<file path="src/rtl/fetch_ctrl_pkg.sv">
// fetch_pkg: PC-unit command codes and the fetch sequencer state encoding.
package fetch_pkg;

    localparam logic [1:0] PC_HOLD = 2'b00;
    localparam logic [1:0] PC_INC  = 2'b01;
    localparam logic [1:0] PC_LOAD = 2'b10;
    localparam logic [1:0] PC_CLR  = 2'b11;

    localparam logic [2:0] CLEAR  = 3'd0;
    localparam logic [2:0] REQ    = 3'd1;
    localparam logic [2:0] OUT    = 3'd2;
    localparam logic [2:0] ADV    = 3'd3;
    localparam logic [2:0] DRAIN  = 3'd4;
    localparam logic [2:0] HALTED = 3'd5;

    typedef enum logic [2:0] {
        ST_CLEAR  = CLEAR,
        ST_REQ    = REQ,
        ST_OUT    = OUT,
        ST_ADV    = ADV,
        ST_DRAIN  = DRAIN,
        ST_HALTED = HALTED
    } state_t;

endpackage

</file>
<file path="src/rtl/fetch_ctrl_if.sv">
// fetch_ctrl_if: PC-unit, instruction-memory, decode and control signals of the
// fetch sequencer. master = fetch_ctrl side, slave = surrounding pipeline.
interface fetch_ctrl_if #(
    parameter int ADDR_W  = 16,
    parameter int INSTR_W = 16
);
    logic [ADDR_W-1:0]  I_pc;
    logic [1:0]         o_pc_op;
    logic [ADDR_W-1:0]  o_pc_target;
    logic               o_imem_req;
    logic [ADDR_W-1:0]  o_imem_addr;
    logic               I_imem_ack;
    logic [INSTR_W-1:0] I_imem_data;
    logic [INSTR_W-1:0] o_instr;
    logic               o_instr_valid;
    logic               I_instr_ready;
    logic               I_branch_taken;
    logic [ADDR_W-1:0]  I_branch_target;
    logic               I_halt;
    logic               o_halted;
    logic               o_fetch_err;

    modport master (
        input  I_pc, I_imem_ack, I_imem_data, I_instr_ready,
               I_branch_taken, I_branch_target, I_halt,
        output o_pc_op, o_pc_target, o_imem_req, o_imem_addr,
               o_instr, o_instr_valid, o_halted, o_fetch_err
    );

    modport slave (
        output I_pc, I_imem_ack, I_imem_data, I_instr_ready,
               I_branch_taken, I_branch_target, I_halt,
        input  o_pc_op, o_pc_target, o_imem_req, o_imem_addr,
               o_instr, o_instr_valid, o_halted, o_fetch_err
    );
endinterface

</file>
<file path="src/rtl/fetch_ctrl_watchdog.sv">
// fetch_watchdog: fetch-timeout counter. Only built with FETCH_CTRL_TIMEOUT_EN.
// expired pulses on the edge where the counter would reach all-ones.
`ifdef FETCH_CTRL_TIMEOUT_EN
module fetch_watchdog #(
    parameter int TIMEOUT_W = 4
) (
    input  logic clk,
    input  logic rst_n,
    input  logic run,
    input  logic clear,
    output logic expired
);
    localparam logic [TIMEOUT_W-1:0] CNT_ONE  = {{(TIMEOUT_W-1){1'b0}}, 1'b1};
    localparam logic [TIMEOUT_W-1:0] CNT_LAST = {{(TIMEOUT_W-1){1'b1}}, 1'b0};

    logic [TIMEOUT_W-1:0] cnt;

    assign expired = run && !clear && (cnt == CNT_LAST);

    // Count cycles spent waiting for ack; restart on ack or state entry.
    always_ff @(posedge clk or negedge rst_n) begin
        if (!rst_n) begin
            cnt <= '0;
        end else if (clear) begin
            cnt <= '0;
        end else if (run) begin
            cnt <= cnt + CNT_ONE;
        end
    end
endmodule
`endif

</file>
<file path="src/rtl/fetch_ctrl.sv">
// fetch_ctrl: instruction-fetch sequencer. Commands the PC unit, fetches the
// word at the current PC over req/ack and hands it to decode via valid/ready.
// Optional fetch timeout: define FETCH_CTRL_TIMEOUT_EN.
module fetch_ctrl
    import fetch_pkg::*;
#(
    parameter int ADDR_W    = 16,
    parameter int INSTR_W   = 16,
    parameter int TIMEOUT_W = 4
) (
    input logic          I_clk,
    input logic          I_rst_n,
    fetch_ctrl_if.master bus
);
    localparam logic [ADDR_W-1:0]  ADDR_ZERO  = '0;
    localparam logic [INSTR_W-1:0] INSTR_ZERO = '0;

    state_t state;
    logic   fetch_err;
    logic   wd_expired;

    assign bus.o_fetch_err = fetch_err;

`ifdef FETCH_CTRL_TIMEOUT_EN
    logic wd_run;
    logic wd_clear;

    // A REQ->DRAIN move counts as a state entry, so the branch restarts the count.
    assign wd_run   = (state == ST_REQ) || (state == ST_DRAIN);
    assign wd_clear = bus.I_imem_ack || !wd_run ||
                      ((state == ST_REQ) && bus.I_branch_taken);

    fetch_watchdog #(.TIMEOUT_W(TIMEOUT_W)) u_watchdog (
        .clk     (I_clk),
        .rst_n   (I_rst_n),
        .run     (wd_run),
        .clear   (wd_clear),
        .expired (wd_expired)
    );
`else
    logic unused_timeout_w;
    assign unused_timeout_w = ^TIMEOUT_W;
    assign wd_expired       = 1'b0;
`endif

    // Fetch sequencer with registered outputs; op falls back to hold every cycle.
    always_ff @(posedge I_clk or negedge I_rst_n) begin
        if (!I_rst_n) begin
            state             <= ST_CLEAR;
            bus.o_pc_op       <= PC_CLR;
            bus.o_pc_target   <= ADDR_ZERO;
            bus.o_imem_req    <= 1'b0;
            bus.o_imem_addr   <= ADDR_ZERO;
            bus.o_instr       <= INSTR_ZERO;
            bus.o_instr_valid <= 1'b0;
            bus.o_halted      <= 1'b0;
            fetch_err         <= 1'b0;
        end else begin
            bus.o_pc_op <= PC_HOLD;
            case (state)
                ST_CLEAR: begin
                    bus.o_imem_req  <= 1'b1;
                    bus.o_imem_addr <= ADDR_ZERO;
                    state           <= ST_REQ;
                end
                ST_REQ: begin
                    if (bus.I_branch_taken) begin
                        // Redirect: data returned now or later is stale.
                        bus.o_pc_op       <= PC_LOAD;
                        bus.o_pc_target   <= bus.I_branch_target;
                        bus.o_instr_valid <= 1'b0;
                        if (bus.I_imem_ack) begin
                            bus.o_imem_req <= 1'b0;
                            state          <= ST_ADV;
                        end else begin
                            state <= ST_DRAIN;
                        end
                    end else if (bus.I_imem_ack) begin
                        bus.o_instr       <= bus.I_imem_data;
                        bus.o_instr_valid <= 1'b1;
                        bus.o_imem_req    <= 1'b0;
                        state             <= ST_OUT;
                    end else if (wd_expired) begin
                        bus.o_imem_req <= 1'b0;
                        bus.o_halted   <= 1'b1;
                        fetch_err      <= 1'b1;
                        state          <= ST_HALTED;
                    end
                end
                ST_OUT: begin
                    // A branch wins over ready: the word is consumed but PC loads.
                    if (bus.I_branch_taken) begin
                        bus.o_pc_op       <= PC_LOAD;
                        bus.o_pc_target   <= bus.I_branch_target;
                        bus.o_instr_valid <= 1'b0;
                        state             <= ST_ADV;
                    end else if (bus.I_instr_ready) begin
                        bus.o_pc_op       <= PC_INC;
                        bus.o_instr_valid <= 1'b0;
                        state             <= ST_ADV;
                    end
                end
                ST_ADV: begin
                    // I_pc now reflects the op issued on entry to this state.
                    if (bus.I_branch_taken) begin
                        bus.o_pc_op     <= PC_LOAD;
                        bus.o_pc_target <= bus.I_branch_target;
                    end else if (bus.I_halt) begin
                        bus.o_halted <= 1'b1;
                        state        <= ST_HALTED;
                    end else begin
                        bus.o_imem_req  <= 1'b1;
                        bus.o_imem_addr <= bus.I_pc;
                        state           <= ST_REQ;
                    end
                end
                ST_DRAIN: begin
                    if (bus.I_imem_ack) begin
                        bus.o_imem_req <= 1'b0;
                        state          <= ST_ADV;
                    end else if (wd_expired) begin
                        bus.o_imem_req <= 1'b0;
                        bus.o_halted   <= 1'b1;
                        fetch_err      <= 1'b1;
                        state          <= ST_HALTED;
                    end
                end
                ST_HALTED: begin
                    // After a timeout only reset leaves this state.
                    if (!fetch_err && !bus.I_halt) begin
                        bus.o_halted    <= 1'b0;
                        bus.o_imem_req  <= 1'b1;
                        bus.o_imem_addr <= bus.I_pc;
                        state           <= ST_REQ;
                    end
                end
                default: begin
                    state <= ST_CLEAR;
                end
            endcase
        end
    end
endmodule

</file>
<file path="src/flat_wrapper.sv">
// flat-port wrapper written by rule: the top's interface ports become plain ports
module fetch_ctrl_flat import fetch_pkg::*;
#(
    parameter int ADDR_W    = 16,
    parameter int INSTR_W   = 16,
    parameter int TIMEOUT_W = 4
)
  (I_clk, I_rst_n, bus_I_pc, bus_I_imem_ack, bus_I_imem_data, bus_I_instr_ready, bus_I_branch_taken, bus_I_branch_target, bus_I_halt, bus_o_pc_op, bus_o_pc_target, bus_o_imem_req, bus_o_imem_addr, bus_o_instr, bus_o_instr_valid, bus_o_halted, bus_o_fetch_err);
  fetch_ctrl_if #(.ADDR_W(ADDR_W), .INSTR_W(INSTR_W)) bus_i ();
  input logic I_clk;
  input logic I_rst_n;
  input wire logic [$bits(bus_i.I_pc)-1:0] bus_I_pc;
  input wire logic [$bits(bus_i.I_imem_ack)-1:0] bus_I_imem_ack;
  input wire logic [$bits(bus_i.I_imem_data)-1:0] bus_I_imem_data;
  input wire logic [$bits(bus_i.I_instr_ready)-1:0] bus_I_instr_ready;
  input wire logic [$bits(bus_i.I_branch_taken)-1:0] bus_I_branch_taken;
  input wire logic [$bits(bus_i.I_branch_target)-1:0] bus_I_branch_target;
  input wire logic [$bits(bus_i.I_halt)-1:0] bus_I_halt;
  output wire logic [$bits(bus_i.o_pc_op)-1:0] bus_o_pc_op;
  output wire logic [$bits(bus_i.o_pc_target)-1:0] bus_o_pc_target;
  output wire logic [$bits(bus_i.o_imem_req)-1:0] bus_o_imem_req;
  output wire logic [$bits(bus_i.o_imem_addr)-1:0] bus_o_imem_addr;
  output wire logic [$bits(bus_i.o_instr)-1:0] bus_o_instr;
  output wire logic [$bits(bus_i.o_instr_valid)-1:0] bus_o_instr_valid;
  output wire logic [$bits(bus_i.o_halted)-1:0] bus_o_halted;
  output wire logic [$bits(bus_i.o_fetch_err)-1:0] bus_o_fetch_err;
  assign bus_i.I_pc = bus_I_pc;
  assign bus_i.I_imem_ack = bus_I_imem_ack;
  assign bus_i.I_imem_data = bus_I_imem_data;
  assign bus_i.I_instr_ready = bus_I_instr_ready;
  assign bus_i.I_branch_taken = bus_I_branch_taken;
  assign bus_i.I_branch_target = bus_I_branch_target;
  assign bus_i.I_halt = bus_I_halt;
  assign bus_o_pc_op = bus_i.o_pc_op;
  assign bus_o_pc_target = bus_i.o_pc_target;
  assign bus_o_imem_req = bus_i.o_imem_req;
  assign bus_o_imem_addr = bus_i.o_imem_addr;
  assign bus_o_instr = bus_i.o_instr;
  assign bus_o_instr_valid = bus_i.o_instr_valid;
  assign bus_o_halted = bus_i.o_halted;
  assign bus_o_fetch_err = bus_i.o_fetch_err;
  fetch_ctrl #(.ADDR_W(ADDR_W), .INSTR_W(INSTR_W), .TIMEOUT_W(TIMEOUT_W)) u_core (.I_clk(I_clk), .I_rst_n(I_rst_n), .bus(bus_i));
endmodule
</file>
<file path="config.mk">
export PLATFORM = sky130hd
export DESIGN_NAME = fetch_ctrl_flat
export DESIGN_NICKNAME = d
export VERILOG_FILES = /design/src/rtl/fetch_ctrl_pkg.sv /design/src/rtl/fetch_ctrl_if.sv /design/src/rtl/fetch_ctrl_watchdog.sv /design/src/rtl/fetch_ctrl.sv /design/src/flat_wrapper.sv
export SDC_FILE = /design/constraint.sdc
export NUM_CORES = 1
export LEC_CHECK = 0
export CAP_MARGIN = 20
export CORE_ASPECT_RATIO = 0.5
export CORE_MARGIN = 8
export CORE_UTILIZATION = 36
export DETAILED_ROUTE_END_ITERATION = 16
export HOLD_SLACK_MARGIN = 0.05
export PLACE_DENSITY = 0.75
export SKIP_LAST_GASP = 1
export SYNTH_ARGS = -nofsm -noshare
export SYNTH_HDL_FRONTEND = slang
export SYNTH_SLANG_ARGS = --single-unit
</file>
<file path="constraint.sdc">
create_clock -name I_clk -period 5.55 [get_ports I_clk]
set_input_delay 0.8325 -clock I_clk [delete_from_list [all_inputs] [get_ports I_clk]]
set_output_delay 0.8325 -clock I_clk [all_outputs]
set_load 0.03 [all_outputs]
</file>
After elaboration in Yosys (flattened, before gate mapping)
Cells that the tools add are included.
{"block": "op_classes", "n_eq_ne": 13, "muxes": 30, "bitwise_logic": 1, "reduce_logical": 16}
{"cell": "$pmux 16 s3", "n": 1}
{"cell": "$mux 16", "n": 2}
{"cell": "$mux 3", "n": 9}
{"cell": "$pmux 3 s6", "n": 1}
{"cell": "$mux 1", "n": 11}
{"cell": "$reduce_and 5->1", "n": 2}
{"cell": "$ne 2x2->1 const B", "n": 4}
{"cell": "$reduce_and 4->1", "n": 2}
{"cell": "$eq 3x2->1 const B", "n": 2}
{"cell": "$eq 3x3->1 const B", "n": 2}
{"cell": "$ne 3x3->1 const B", "n": 2}
{"cell": "$reduce_and 3->1", "n": 2}
{"cell": "$mux 2", "n": 2}
{"cell": "$ne 2x1->1 const B", "n": 2}
{"cell": "$pmux 1 s2", "n": 2}
{"cell": "$pmux 1 s4", "n": 1}
{"cell": "$pmux 2 s2", "n": 1}
{"cell": "$reduce_bool 2->1", "n": 2}
{"cell": "$reduce_bool 4->1", "n": 1}
{"cell": "$reduce_or 2->1", "n": 2}
{"cell": "$eq 3x1->1 const B", "n": 1}
{"cell": "$logic_not 3->1", "n": 1}
{"cell": "$reduce_bool 3->1", "n": 1}
{"cell": "$reduce_or 3->1", "n": 1}
{"cell": "other kinds (3)", "n": 3}
{"block": "totals", "output_inout_bits": 54, "register_bits": 56, "word_cells": 68, "inputBits": 54}

Depth between registers and ports, before layout
Gate-level depths: netlist of run 1.
{"block": "depth", "depth_word": 4, "mapped_depth": 6}

Least setup slack after synthesis of run 1
Ideal clock, no wire load.
{"block": "synth_path", "path_kind": "input to register", "start": "input port bus_I_branch_taken", "end": "register u_core.bus.o_imem_addr[0]", "arrival_ps": 2012, "slack_ps": 3412, "t_required_ps": 5425, "setup_ps": 125, "path_stages": 4, "cell_sequence": "or3b_4 o211ai_4 buf_12 mux2_4"}
{"block": "synth_between", "elab_chain_cells": 2}
{"item": "start: declaration", "line": "flat_wrapper.sv:16", "source": "input wire logic [$bits(bus_i.I_branch_taken)-1:0] bus_I_branch_taken;"}
{"item": "$ne 2x2->1 (no line)"}
{"item": "$reduce_and 4->1 (no line)"}
{"item": "end signal: assignment", "line": "fetch_ctrl.sv:113", "source": "bus.o_imem_addr <= bus.I_pc;"}
{"item": "end signal: assignment", "line": "fetch_ctrl.sv:133", "source": "bus.o_imem_addr <= bus.I_pc;"}
{"item": "end: declaration", "line": "fetch_ctrl_if.sv:26", "source": "output o_pc_op, o_pc_target, o_imem_req, o_imem_addr,"}
Every way passes these cells.
A chain may end at the register's enable or synchronous reset.

Worst setup path in the final report of run 1
{"block": "layout_path", "start": "input port bus_I_branch_taken", "end": "register u_core.bus.o_imem_addr[4]"}
Same word-level chain as after synthesis.

==> results of run 1 <==
[placed cells by master, fill, tap and decap left out, types with 2 or more instances in the layout]
cell type	Yosys	layout
clkbuf_1	4	2
nor2_1	2	2
clkbuf_16	0	5
a22oi_1	2	2
clkdlybuf4s50_1	0	105
inv_1	2	2
nand2_1	3	3
dfstp_2	2	2
nand2b_1	6	6
a211o_1	2	2
dfrtp_1	54	54
nor2b_1	2	2
or3_1	3	3
mux2_2	39	39
and3_1	17	17
mux2_4	9	9
o21ai_0	4	4
[worst max-delay path by stage]
stage / startpoint / end / slack [ns]
final: bus_I_branch_taken / u_core.bus.o_imem_addr[4]$_DFFE_PN0P_ / 2.82
after detailed placement: bus_I_branch_taken / u_core.bus.o_imem_addr[4]$_DFFE_PN0P_ / 2.50
after CTS: bus_I_branch_taken / u_core.bus.o_imem_addr[4]$_DFFE_PN0P_ / 2.81
after floorplan: bus_I_branch_taken / u_core.bus.o_imem_addr[0]$_DFFE_PN0P_ / 3.41
after global routing: bus_I_branch_taken / u_core.bus.o_imem_addr[6]$_DFFE_PN0P_ / 2.73
after global placement: bus_I_branch_taken / u_core.bus.o_imem_addr[7]$_DFFE_PN0P_ / 2.57
[through the flow]
stage | cell area, um^2 | hold slack [ns] | utilization [%] | setup slack (ns) | total power, mW
5_1_grt | 3735 | 0.5291 | 55.52 | 2.730 | 2.505
3_3_place_gp | 3597 | 0.4884 | 53.48 | 2.569 | 2.047
4_1_cts | 3735 | 0.5100 | 55.52 | 2.810 | 2.404
2_1_floorplan | 2512 | 0.5369 | - | 3.412 | 1.596
6_report | 3735 | 0.5064 | 55.52 | 2.817 | 2.372
3_5_place_dp | 3597 | 0.4948 | 53.48 | 2.498 | 2.092
[metal layers]
layer  vias to the layer above  track usage, %  part of all wire [%]
met2                        42           24.94                    55
li1                        856               -                     -
met3                         4           3.795                   4.8
met1                       885           13.77                    39
met5                         -               0                     0
met4                         0           3.083                  0.82
[state kept, by name (all words and copies together) (netlist names)]
name	cells
u_core.bus.o_imem_req	1
u_core.bus.o_pc_target	16
u_core.bus.o_pc_op	2
u_core.bus.o_imem_addr	16
u_core.bus.o_halted	1
u_core.bus.o_instr_valid	1
u_core.bus.o_instr	16
u_core.state	3
[area by class of cell]
| class | instances | area share, % |
|---|---|---|
| Clock inverter | 1 | 0.1340 |
| Clock buffer | 7 | 3.551 |
| Sequential cell | 56 | 37.59 |
| Inverter | 2 | 0.2010 |
| Tap cell | 92 | 3.082 |
| Multi-Input combinational cell | 111 | 26.97 |
| Timing Repair Buffer | 107 | 28.48 |
[worst max-delay path, cell delays in order]
cell             delay, ns
clkdlybuf4s50_1       0.57
or3b_4                0.48
o211ai_4              0.60
mux2_2                0.41
[power by group through the flow]
stage          Clock (mW)  Combinational (mW)  Sequential [mW]
3_3_place_gp            0                1.30            0.751
3_5_place_dp            0                1.33            0.767
5_1_grt             0.331                1.38            0.793
2_1_floorplan           0               0.524             1.07
4_1_cts             0.313                1.33            0.760
6_report            0.304                1.31            0.758
[kinds of logic after synthesis]
family | count (synthesis)
muxes | 48
AOI/OAI and AO/OA | 18
and+or+nand+nor | 43
other | 1
xor gates and xnor gates | 1
buffers and inverters | 16
DFF | 56
==> flow_summary.toml, run 1 <==
[hold_path]
whs_path_depth = 1
hold_start = "u_core.bus.o_pc_target[10]$_DFFE_PN0P_"
hold_class = "reg -> reg"
hold_end = "u_core.bus.o_pc_target[10]$_DFFE_PN0P_"

[drt]
via_count = 1787
routed_wl_um = 6430
drtIter0Drc = 56
ant_nets = 0
wire_per_inst_um = 17.10
via_per_inst = 4.753
drc_errors = 0
dr.pass1.iters = 4

[logic_synthesis]
async_reset_ff_share_pct = 100.0
synthXorXnorAreaFrac_pct = 0.3486
ys_seq_area_share_pct = 55.88
synthCells = 183
syn_nets = 237
synthDistinctLibCells = 42
ys_top_cells_by_count = "dfrtp_1, mux2_2, and3_1, mux2_4, nand2b_1"
synth_ff_type = "dfrtp_1"
ys_ff_latch = 56
synth_edf_count = 0
synth_top_cells_by_area = "dfrtp_1, mux2_2, mux2_4"
synth_largest_area_cell = "dfrtp_1"
synthMuxAreaShare_pct = 22.86
synth_top_family_by_area = "multiplexers"
synthAdderAreaFrac_pct = 0
synth_compound_area_share_pct = 5.777
synth_warnings = 0
synth.avg_cell_area_um2 = 13.73
yosys.area_share.simple_pct = 10.96
synth_most_common_cell = "dfrtp_1"
syn-cell-area_mm2 = 0.002512
synth_top_area_share_pct = 53.78

[timing]
final_max_slew_viol_count = 0
setup_tns_ns = 0
hold_viol = 0
max_clock_freq_ghz = 0.3660
timing.final.crit_period_ns = 2.733
setup-violations-final = 0
fin_skew_ns = 0.008108
grt_setup_unrepaired = "false"
slew-limit-headroom_pct = 35.97
finalCritPeriodShare_pct = 49.23
tightestPinTransition_ns = 0.9572

[pwr]
net-switching-power_mw = 0.9648
ir_worst_vdd_mv = 0.2690
combPwrFrac_pct = 55.3
internal_power_mw = 1.407
power_density_mw_per_mm2 = 635.2
clockPowerShare_pct = 12.8
pwr-share-seq_pct = 31.9
switching_share_pct = 40.67
p_leak_nw = 1.595

[outcome]
status = "completed"

[clock_network]
numCtsBuffers = 5
cts_tree = "yes"
holdBufCountCts = 0
clock_sinks = 56
cts-resized-gates = 0
postCtsSetupBuffers = 0
clk_latency_ns = 0.29
clk_pin_slew_ns = 0.07
clockRootBuffer = "clkbuf_16"
clockBufferDepth = 2
htree_levels = 2

[placement]
gp_congestion = 0.7462
place_inst = 368
hpwl_um = 4846
portBuffers = 106

[final_layout]
antenna-diode-count = 0
regArea_mm2 = 0.001404
syn_to_final_growth_pct = 48.66
multiInputGateArea_mm2 = 0.001007
layout-drive-gt1-share_pct = 22.18
fin_nets = 337
fillers = 587
final_cells = 376

[floorplanning]
core_area_mm2 = 0.006726
ioPinCount = 108
die_h_um = 75.07
num_rows = 21
dieArea_mm2 = 0.01007
die_w_um = 134.1
initial_core_util_pct = 37.35

[global_route]
grt_pass1_wl_um = 10380
grt_overflow = 0
antenna_found_initial = 0
first_global_vias = 1993
track_usage_pct = 12.86
grt_max_degree = 57

[critical_path]
cp-start-kind = "input pin"
reg2reg_depth = 3
worstPathRequired_ns = 5.73
worstPathArrival_ns = 2.91
worstSetupEndpointType = "flop"
critical_path_class = "in -> reg"
r2r_slack_ns = 3.15
reg2reg_to = "u_core.bus.o_instr[10]$_DFFE_PN0P_"
cp_max_fo = 17
crit-reg2reg-launch = "u_core.state[0]$_DFFE_PN0P_"

[job]
cap_violations = 0
Note: power is estimated with default switching activity, not from simulation.
==> run 2, diff against run 1 <==
- clock period: 5.55 -> 2.59 ns (I/O delays scaled with it)
==> flow_summary.toml, run 2 (synthesis gave the netlist of run 1 again) <==
[outcome]
status = "completed"

[drt]
ant_nets = 0
drc_errors = 0
via_count = 1831
dr.pass1.iters = 4
routed_wl_um = 6613
via_per_inst = 4.781
drtIter0Drc = 77
wire_per_inst_um = 17.27

[critical_path]
crit-reg2reg-launch = "u_core.state[2]$_DFFE_PN0P_"
cp-start-kind = "flop"
reg2reg_to = "u_core.bus.o_imem_addr[10]$_DFFE_PN0P_"
reg2reg_depth = 4
r2r_slack_ns = 0.55
crit_path_start = "u_core.state[2]$_DFFE_PN0P_"
worstPathArrival_ns = 2.22
worstSetupEndpointType = "flop"
crit_buf_inv = 1
crit_cells = 4
cp_max_fo = 17
crit_family = "flip-flops"
crit_path_end = "u_core.bus.o_imem_addr[10]$_DFFE_PN0P_"
critical_path.slowest_cell = "dfrtp_1"
cp_cell_sequence = "or3b_4 -> o211ai_4 -> buf_12 -> mux2_2"
critical_path_class = "reg -> reg"
worstPathRequired_ns = 2.77
crit_path_max_incr_delay_ns = 0.55

[global_route]
grt_max_degree = 36
track_usage_pct = 13.13
first_global_vias = 1906
grt_pass1_wl_um = 10290
antenna_found_initial = 0
grt_overflow = 0

[pwr]
design_power_total_mw = 5.178
ir_worst_vdd_mv = 0.4957
power_density_mw_per_mm2 = 1361
p_leak_nw = 1.634

[floorplanning]
core_area_mm2 = 0.006726
initial_core_util_pct = 37.35
ioPinCount = 108
die_w_um = 134.1
dieArea_mm2 = 0.01007
die_h_um = 75.07
num_rows = 21

[final_layout]
layout_common_cells = "clkdlybuf4s50_1, dfrtp_1, mux2_2"
fin_nets = 344
fillers = 580
syn_to_final_growth_pct = 51.39
final_cells = 383
final_common_cell = "clkdlybuf4s50_1"
reg.largest.list = "u_core.bus.o_imem_addr x16, u_core.bus.o_instr x16, u_core.bus.o_pc_target x16"
design_area_mm2 = 0.003804
final_core_util_pct = 56.55
layout-drive-gt1-share_pct = 24.05
antenna-diode-count = 0

[clock_network]
holdBufCountCts = 0
htree_levels = 2
postCtsSetupBuffers = 0
clk_latency_ns = 0.29
numCtsBuffers = 5
cts_tree = "yes"
clockBufferDepth = 2
clk_pin_slew_ns = 0.07
clockRootBuffer = "clkbuf_16"
clock_sinks = 56
cts-resized-gates = 0

[timing]
finalCritPeriodShare_pct = 78.84
setup-violations-final = 0
max_clock_freq_ghz = 0.4897
setup_tns_ns = 0
fin_skew_ns = 0.005688
tightestPinTransition_ns = 0.9676
slew-limit-headroom_pct = 35.27
final_max_slew_viol_count = 0
timing.final.crit_period_ns = 2.042
grt_setup_unrepaired = "false"
hold_viol = 0

[placement]
place_inst = 375
portBuffers = 106
post_dp_cell_area_mm2 = 0.003662
gp_congestion = 0.7534
hpwl_um = 5062

[job]
cap_violations = 0

[hold_path]
hold_class = "in -> async"
## run 2: through the flow
| stage | setup WS, ns | hold slack [ns] |
|---|---|---|
| 2_1_floorplan | 0.8255 | 0.09291 |
| 3_3_place_gp | 0.3651 | 0.4894 |
| 3_5_place_dp | 0.3199 | 0.4947 |
| 4_1_cts | 0.5457 | 0.1901 |
| 5_1_grt | 0.4637 | 0.2290 |
| 6_report | 0.5481 | 0.1662 |
## run 2: how the worst min path moves through the flow
stage	end	cells past startpoint
after floorplan	u_core.bus.o_halted$_DFFE_PN0P_	0
after global placement	u_core.bus.o_instr[11]$_DFFE_PN0P_	1
after detailed placement	u_core.bus.o_instr[0]$_DFFE_PN0P_	1
after CTS	u_core.bus.o_instr[12]$_DFFE_PN0P_	1
after global routing	u_core.bus.o_instr[7]$_DFFE_PN0P_	1
final	u_core.bus.o_instr[12]$_DFFE_PN0P_	1
## run 2: cell type report
cell class / instances / area, um^2 / share of cell area (%)
Clock buffer: 7 / 132.6 / 3.487
Clock inverter: 1 / 8.758 / 0.2303
Inverter: 2 / 7.507 / 0.1974
Timing Repair Buffer: 114 / 1129 / 29.67
Multi-Input combinational cell: 111 / 1007 / 26.48
Sequential cell: 56 / 1404 / 36.91
Tap cell: 92 / 115.1 / 3.026
## run 2: per-layer routing
| layer | GRT usage [%] | routed length [um] |
|---|---|---|
| met4 | 4.809 | 95 |
| met2 | 23.62 | 3604 |
| met3 | 4.128 | 337 |
| met1 | 14.72 | 2576 |
| met5 | 0 | 0 |
## run 2: worst register-to-register path: stages (launching register included)
cell	delay, ns
dfrtp_1	0.55
or3b_4	0.48
o211ai_4	0.37
buf_12	0.20
mux2_2	0.33
## run 2: power breakdown
group	leakage [nW]	total [mW]	switching, mW	internal [mW]
clock	0.0681	0.659	0.297	0.362
combinational	0.881	2.94	1.51	1.43
sequential	0.684	1.58	0.283	1.30
